<file path="config.mk">
export PLATFORM = sky130hd
export DESIGN_NAME = seg_scan_decoder
export DESIGN_NICKNAME = d
export VERILOG_FILES = /design/src/rtl/seg_pkg.sv /design/src/rtl/seg_pattern_decode.sv /design/src/rtl/seg_scan_decoder.sv
export SDC_FILE = /design/constraint.sdc
export NUM_CORES = 1
export LEC_CHECK = 0
export ABC_CLOCK_PERIOD_IN_PS = 6100
export BUFFER_PORTS_ARGS = -buffer_cell sky130_fd_sc_hd__buf_2
export CAP_MARGIN = 10
export CELL_PAD_IN_SITES_DETAIL_PLACEMENT = 1
export CELL_PAD_IN_SITES_GLOBAL_PLACEMENT = 1
export CORE_ASPECT_RATIO = 1.4
export CORE_MARGIN = 3
export CORE_UTILIZATION = 35
export CTS_CLUSTER_SIZE = 30
export DETAILED_ROUTE_END_ITERATION = 7
export PLACE_DENSITY_LB_ADDON = 0.1
export REMOVE_ABC_BUFFERS = 1
export SLEW_MARGIN = 20
export SYNTH_ARGS = -nofsm -noshare
export SYNTH_HDL_FRONTEND = slang
export SYNTH_SLANG_ARGS = --single-unit
</file>
<file path="constraint.sdc">
create_clock -name clk -period 6.1 [get_ports clk]
set_input_delay 0.915 -clock clk [delete_from_list [all_inputs] [get_ports clk]]
set_output_delay 0.915 -clock clk [all_outputs]
set_load 0.03 [all_outputs]
</file>
<file path="src/rtl/seg_pkg.sv">
// Shared constants for seven-segment bus checkers: active-low g..a patterns, defaults, FSM states.
package seg_pkg;

  localparam int DIGITS_DEFAULT = 8;

  localparam logic [6:0] SEG_0 = 7'h40;
  localparam logic [6:0] SEG_1 = 7'h79;
  localparam logic [6:0] SEG_2 = 7'h24;
  localparam logic [6:0] SEG_3 = 7'h30;
  localparam logic [6:0] SEG_4 = 7'h19;
  localparam logic [6:0] SEG_5 = 7'h12;
  localparam logic [6:0] SEG_6 = 7'h02;
  localparam logic [6:0] SEG_7 = 7'h78;
  localparam logic [6:0] SEG_8 = 7'h00;
  localparam logic [6:0] SEG_9 = 7'h18;
  localparam logic [6:0] SEG_A = 7'h08;
  localparam logic [6:0] SEG_B = 7'h03;
  localparam logic [6:0] SEG_C = 7'h46;
  localparam logic [6:0] SEG_D = 7'h21;
  localparam logic [6:0] SEG_E = 7'h06;
  localparam logic [6:0] SEG_F = 7'h0E;

  typedef logic [0:0] state_t;
  localparam state_t ACQ  = 1'b0;
  localparam state_t LOCK = 1'b1;

endpackage

</file>
<file path="src/rtl/seg_pattern_decode.sv">
// Active-low g..a segment pattern to hex code; legal=0 for any non-hex glyph.
// Purely combinational, no backpressure.
module seg_pattern_decode
  import seg_pkg::*;
(
  input  logic [6:0] pattern,
  output logic       legal,
  output logic [3:0] code
);

  always_comb begin
    legal = 1'b1;
    code  = 4'h0;
    case (pattern)
      SEG_0:   code = 4'h0;
      SEG_1:   code = 4'h1;
      SEG_2:   code = 4'h2;
      SEG_3:   code = 4'h3;
      SEG_4:   code = 4'h4;
      SEG_5:   code = 4'h5;
      SEG_6:   code = 4'h6;
      SEG_7:   code = 4'h7;
      SEG_8:   code = 4'h8;
      SEG_9:   code = 4'h9;
      SEG_A:   code = 4'hA;
      SEG_B:   code = 4'hB;
      SEG_C:   code = 4'hC;
      SEG_D:   code = 4'hD;
      SEG_E:   code = 4'hE;
      SEG_F:   code = 4'hF;
      default: legal = 1'b0;
    endcase
  end

endmodule

</file>
<file path="src/rtl/seg_scan_decoder.sv">
// Rebuilds the multi-digit value shown on a muxed 7-seg bus and publishes it once per scan frame.
// Sample reg 1 cycle, publish 1 cycle after the last commit; passive monitor, no backpressure.
module seg_scan_decoder
  import seg_pkg::*;
#(
  parameter int                DIGITS      = DIGITS_DEFAULT,
  parameter logic [DIGITS-1:0] ACTIVE_MASK = DIGITS'(8'h03),
  parameter int                STABLE_CNT  = 4,
  parameter int                TIMEOUT     = 2**20
) (
  input  logic                  clk,
  input  logic                  rst,
  input  logic [DIGITS-1:0]     AN,
  input  logic [7:0]            SEG,
  output logic [4*DIGITS-1:0]   value,
  output logic [DIGITS-1:0]     dp,
  output logic                  valid,
  output logic                  frame_done,
  output logic                  changed,
  output logic                  err_seg,
  output logic                  err_an
);

  localparam int IW  = (DIGITS > 1) ? $clog2(DIGITS) : 1;
  localparam int CW  = $clog2(STABLE_CNT + 1);
  localparam int TW  = $clog2(TIMEOUT + 1);

  logic [DIGITS-1:0]   an_q;
  logic [7:0]          seg_q;
  logic                blank, single, multi;
  logic [IW-1:0]       idx;
  logic                legal;
  logic [3:0]          code;
  logic                seg_dp;

  logic [IW-1:0]       last_idx;
  logic [3:0]          last_code;
  logic                last_dp;
  logic [CW-1:0]       cnt;
  logic                run_ok, match, commit, frame;

  logic [4*DIGITS-1:0] shadow_val;
  logic [DIGITS-1:0]   shadow_dp;
  logic [DIGITS-1:0]   seen, seen_nxt;
  logic [TW-1:0]       idle;
  state_t              state;

  // Idle bus is all-ones, so the sampler resets to "blank" rather than a phantom multi-select.
  always_ff @(posedge clk or posedge rst) begin
    if (rst) begin
      an_q  <= '1;
      seg_q <= '1;
    end else begin
      an_q  <= AN;
      seg_q <= SEG;
    end
  end

  always_comb begin
    blank = &an_q;
    single = $onehot(~an_q);
    multi = !blank && !single;
    idx = '0;
    for (int k = 0; k < DIGITS; k++) begin
      if (!an_q[k]) idx = IW'(k);
    end
  end

  seg_pattern_decode u_decode (
    .pattern (seg_q[6:0]),
    .legal   (legal),
    .code    (code)
  );

  assign seg_dp = ~seg_q[7];
  assign run_ok = single && legal;
  assign match  = (idx == last_idx) && (code == last_code) && (seg_dp == last_dp);
  // Only the transition into STABLE_CNT commits; a saturated run stays quiet.
  assign commit = run_ok && match && (cnt == CW'(STABLE_CNT - 1));
  assign frame  = ((seen & ACTIVE_MASK) == ACTIVE_MASK);

  always_comb begin
    seen_nxt = frame ? '0 : seen;
    if (commit) seen_nxt[idx] = 1'b1;
  end

  always_ff @(posedge clk or posedge rst) begin
    if (rst) begin
      cnt       <= '0;
      last_idx  <= '0;
      last_code <= '0;
      last_dp   <= 1'b0;
    end else if (run_ok) begin
      if (!match) begin
        cnt       <= CW'(1);
        last_idx  <= idx;
        last_code <= code;
        last_dp   <= seg_dp;
      end else if (cnt != CW'(STABLE_CNT)) begin
        cnt <= cnt + CW'(1);
      end
    end else begin
      cnt <= '0;
    end
  end

  always_ff @(posedge clk or posedge rst) begin
    if (rst) begin
      shadow_val <= '0;
      shadow_dp  <= '0;
      seen       <= '0;
    end else begin
      seen <= seen_nxt;
      if (commit) begin
        shadow_val[idx*4 +: 4] <= code;
        shadow_dp[idx]         <= seg_dp;
      end
    end
  end

  always_ff @(posedge clk or posedge rst) begin
    if (rst) begin
      value      <= '0;
      dp         <= '0;
      frame_done <= 1'b0;
      changed    <= 1'b0;
    end else begin
      frame_done <= frame;
      changed    <= frame && (state == LOCK) && ((shadow_val != value) || (shadow_dp != dp));
      if (frame) begin
        value <= shadow_val;
        dp    <= shadow_dp;
      end
    end
  end

  // A commit in the same cycle as expiry keeps the lock.
  always_ff @(posedge clk or posedge rst) begin
    if (rst) begin
      state <= ACQ;
      idle  <= '0;
    end else if (state == ACQ) begin
      idle <= '0;
      if (frame) state <= LOCK;
    end else if (commit) begin
      idle <= '0;
    end else if (idle == TW'(TIMEOUT - 1)) begin
      idle  <= '0;
      state <= ACQ;
    end else begin
      idle <= idle + TW'(1);
    end
  end

  assign valid = (state == LOCK);

  always_ff @(posedge clk or posedge rst) begin
    if (rst) begin
      err_seg <= 1'b0;
      err_an  <= 1'b0;
    end else begin
      if (multi) err_an <= 1'b1;
      if (single && !legal) err_seg <= 1'b1;
    end
  end

endmodule

</file>
==> flow_summary.yaml <==
clock_network:
  clock_tree.root_cell: "clkbuf_16"
  cts_buffers: 17
  clk_path_buf_depth: 2
  cts_tree: "built"
  cts_setup_buffers: 0
  cts_hold_buf: 0
  path_clk_slew_ns: 0.06
  worstSkewPairLatency_ns: 0.42
  cts.sinks: 135
  cts.htree.levels: 4
  cts_resized: 0
floorplanning:
  dieArea_um2: 21600
  io_pins: 63
  die_h_um: 173
  row_count: 60
  floorplan.initialDensity_pct: 35.8
  core_area_um2: 19400
  fp.dieW_um: 125
synthesis:
  yosysTopAreaCell: "dfrtp_1"
  synth.avg_cell_area_um2: 11.5
  syn_area_um2: 6940
  synthArstFlopShare_pct: 100
  yosysWarnings: 0
  synthFlopType: "dfrtp_1"
  synth_top_area_share_pct: 42.9
  seq_area_frac_synth_pct: 49.0
  synthTopCellsByArea: "dfrtp_1, mux2_2, dfstp_2, xnor2_1, xor2_1"
  ys_seq_elements: 135
  synth_edf_count: 0
  yosysMostFrequentCell: "dfrtp_1"
  synthCells: 601
  synth_common_cells: "dfrtp_1, xnor2_1, mux2_2"
  synth_cell_types: 72
final_layout:
  antenna_cells: 0
  drive_gt1_share_pct: 27.9
  nNetsFinal: 697
  areaGrowthSynthToFinish_pct: 16.9
timing:
  setup_viol: 0
  relSlewSlack_pct: 37.6
  post-route-period-util_pct: 81.2
  fin_setup_tns_ns: 0
  clock_skew_ns: 0.0105
  slew_violations: 0
  rsz0062_at_grt: "false"
  fin_crit_ns: 4.96
  tightest_slew_ns: 0.934
  hold_violations: 0
  fmax_mhz: 202
critical_path:
  r2r_cells: 15
  crit_required_ns: 6.39
  critPathCaptureType: "flip-flop"
  r2r_end: "shadow_val[7]"
  ff2ff_setup_slack_ns: 1.14
  cp.arrival_ns: 5.25
  cp_common_cell: "fa_1"
  path_cells: "fa_1 > inv_1 > fa_1 > fa_1 > ha_1 > inv_1 > fa_1 > nor2_1 > nand3_1 > a21oi_1 > o31ai_4 > buf_4 > or4b_1 > nor3_4 > mux2_1"
  critPathLaunch: "an_q[3]"
  worstReg2RegStart: "an_q[3]"
  max_stage_delay_ns: 0.59
  crit_fanout: 15
  crit_path_top_delay_cell: "dfstp_2"
  cp-start-kind: "flip-flop"
  crit_type: "flip-flop to flip-flop"
hold_path:
  min_path_cells: 1
  worstHoldStart: "err_seg"
  hold_end: "err_seg"
  hold_path.class: "flip-flop to flip-flop"
drt:
  ant_nets: 0
  drc: 0
  wl_per_cell_um: 19.0
  vias: 4820
  via_per_inst: 5.21
  drt_first_iter_violations: 215
  wirelength_mm: 17.6
  dr.pass1.iters: 4
global_routing:
  grt_pass1_vias: 5301
  grt_pass1_wl_mm: 29.2
  antenna_found_initial: 0
  grt_overflow: 0
  grt_max_degree: 86
  grt_usage_pct: 16.7
status:
  outcome: "completed"
job:
  maxCapViolations: 0
placed_design:
  hpwl_mm: 12.8
  io_buffers: 62
  gp_congestion: 0.839
power_and_ir_drop:
  totalPowerFinal_w: 0.00226
  power.density_nw_per_um2: 278
  p_leak_nw: 3.70
  irDropWorstVdd_mv: 0.180
registers in the layout, summed over array words and instances, names as in the netlist:
register    cells
dp              8
last_code       4
seg_q           8
seen            2
value          32
last_dp         1
an_q            8
err_an          1
shadow_val     32
changed         1
last_idx        3
frame_done      1
idle           21
cnt             3
shadow_dp       8
err_seg         1
valid           1
routing by layer:
metal / up-vias / routed length [um] / track usage (%)
met3: 16 / 409 / 2.94
met5: - / 0 / 0
met4: 0 / 260 / 4.93
met2: 61 / 9360 / 30.0
met1: 2464 / 7560 / 20.5
li1: 2279 / - / -
layout make-up:
cell class | instances | area (um2)
sequential | 135 | 3400
tap | 248 | 310
inverter | 31 | 121
timing repair buffer | 68 | 355
clock inverter | 10 | 116
clock buffer | 22 | 494
fill | 2101 | 11300
multi-input combinational | 412 | 3310
worst max path at each step:
stage | end
floorplan | idle[11]
global placement | shadow_val[7]
detailed placement | shadow_val[7]
CTS | shadow_val[7]
global route | shadow_val[5]
finish | shadow_val[7]
cells in the final DEF, fill, tap and decap left out, types with 7 or more instances in the layout:
| cell type | instances |
|---|---|
| xor2_1 | 28 |
| o21ai_0 | 17 |
| buf_2 | 62 |
| o31ai_1 | 13 |
| dfstp_2 | 16 |
| nand2_1 | 37 |
| nor4_1 | 10 |
| clkbuf_16 | 17 |
| ha_1 | 10 |
| a21oi_1 | 7 |
| mux2_1 | 15 |
| inv_1 | 28 |
| mux2_2 | 39 |
| dfrtp_1 | 119 |
| nor2_1 | 22 |
| and3_1 | 9 |
| mux2i_1 | 13 |
| nand3_1 | 12 |
| nand4_1 | 21 |
| xnor2_1 | 40 |
| nor3_1 | 21 |
cell families after synthesis:
group | synth area share, %
flops | 49.0
fa+ha+maj | 2.96
compound gates | 8.21
xor+xnor | 9.22
buf+inv | 3.25
simple gates | 16.7
mux | 10.6
report_power, final:
group	switching, W	internal [W]
logic	0.000168	0.0000803
registers	0.0000318	0.000925
clock network	0.000396	0.000657
through the flow:
stage / hold WS (ns) / std cells / setup WS (ns) / utilization [%] / area (um2)
6_report: 0.466 / 926 / 1.14 / 41.9 / 8110
3_5_place_dp: 0.453 / 894 / 1.15 / 38.7 / 7500
5_1_grt: 0.491 / 926 / 0.887 / 41.9 / 8110
4_1_cts: 0.475 / 926 / 1.12 / 41.9 / 8110
3_3_place_gp: 0.456 / 894 / 1.30 / 38.7 / 7500
2_1_floorplan: 0.464 / 578 / 1.53 / - / 6830
critical path, delay by kind of cell, from the launching register on:
| family | cells | cell delay (ns) |
|---|---|---|
| AO/OA/AOI/OAI | 2 | 0.61 |
| flip-flops | 1 | 0.59 |
| multiplexers | 1 | 0.36 |
| AND/OR/NAND/NOR | 4 | 0.98 |
| buffers and inverters | 3 | 0.39 |
| adder cells (fa/ha/maj) | 5 | 1.90 |
(Power assumes the default switching activity.)
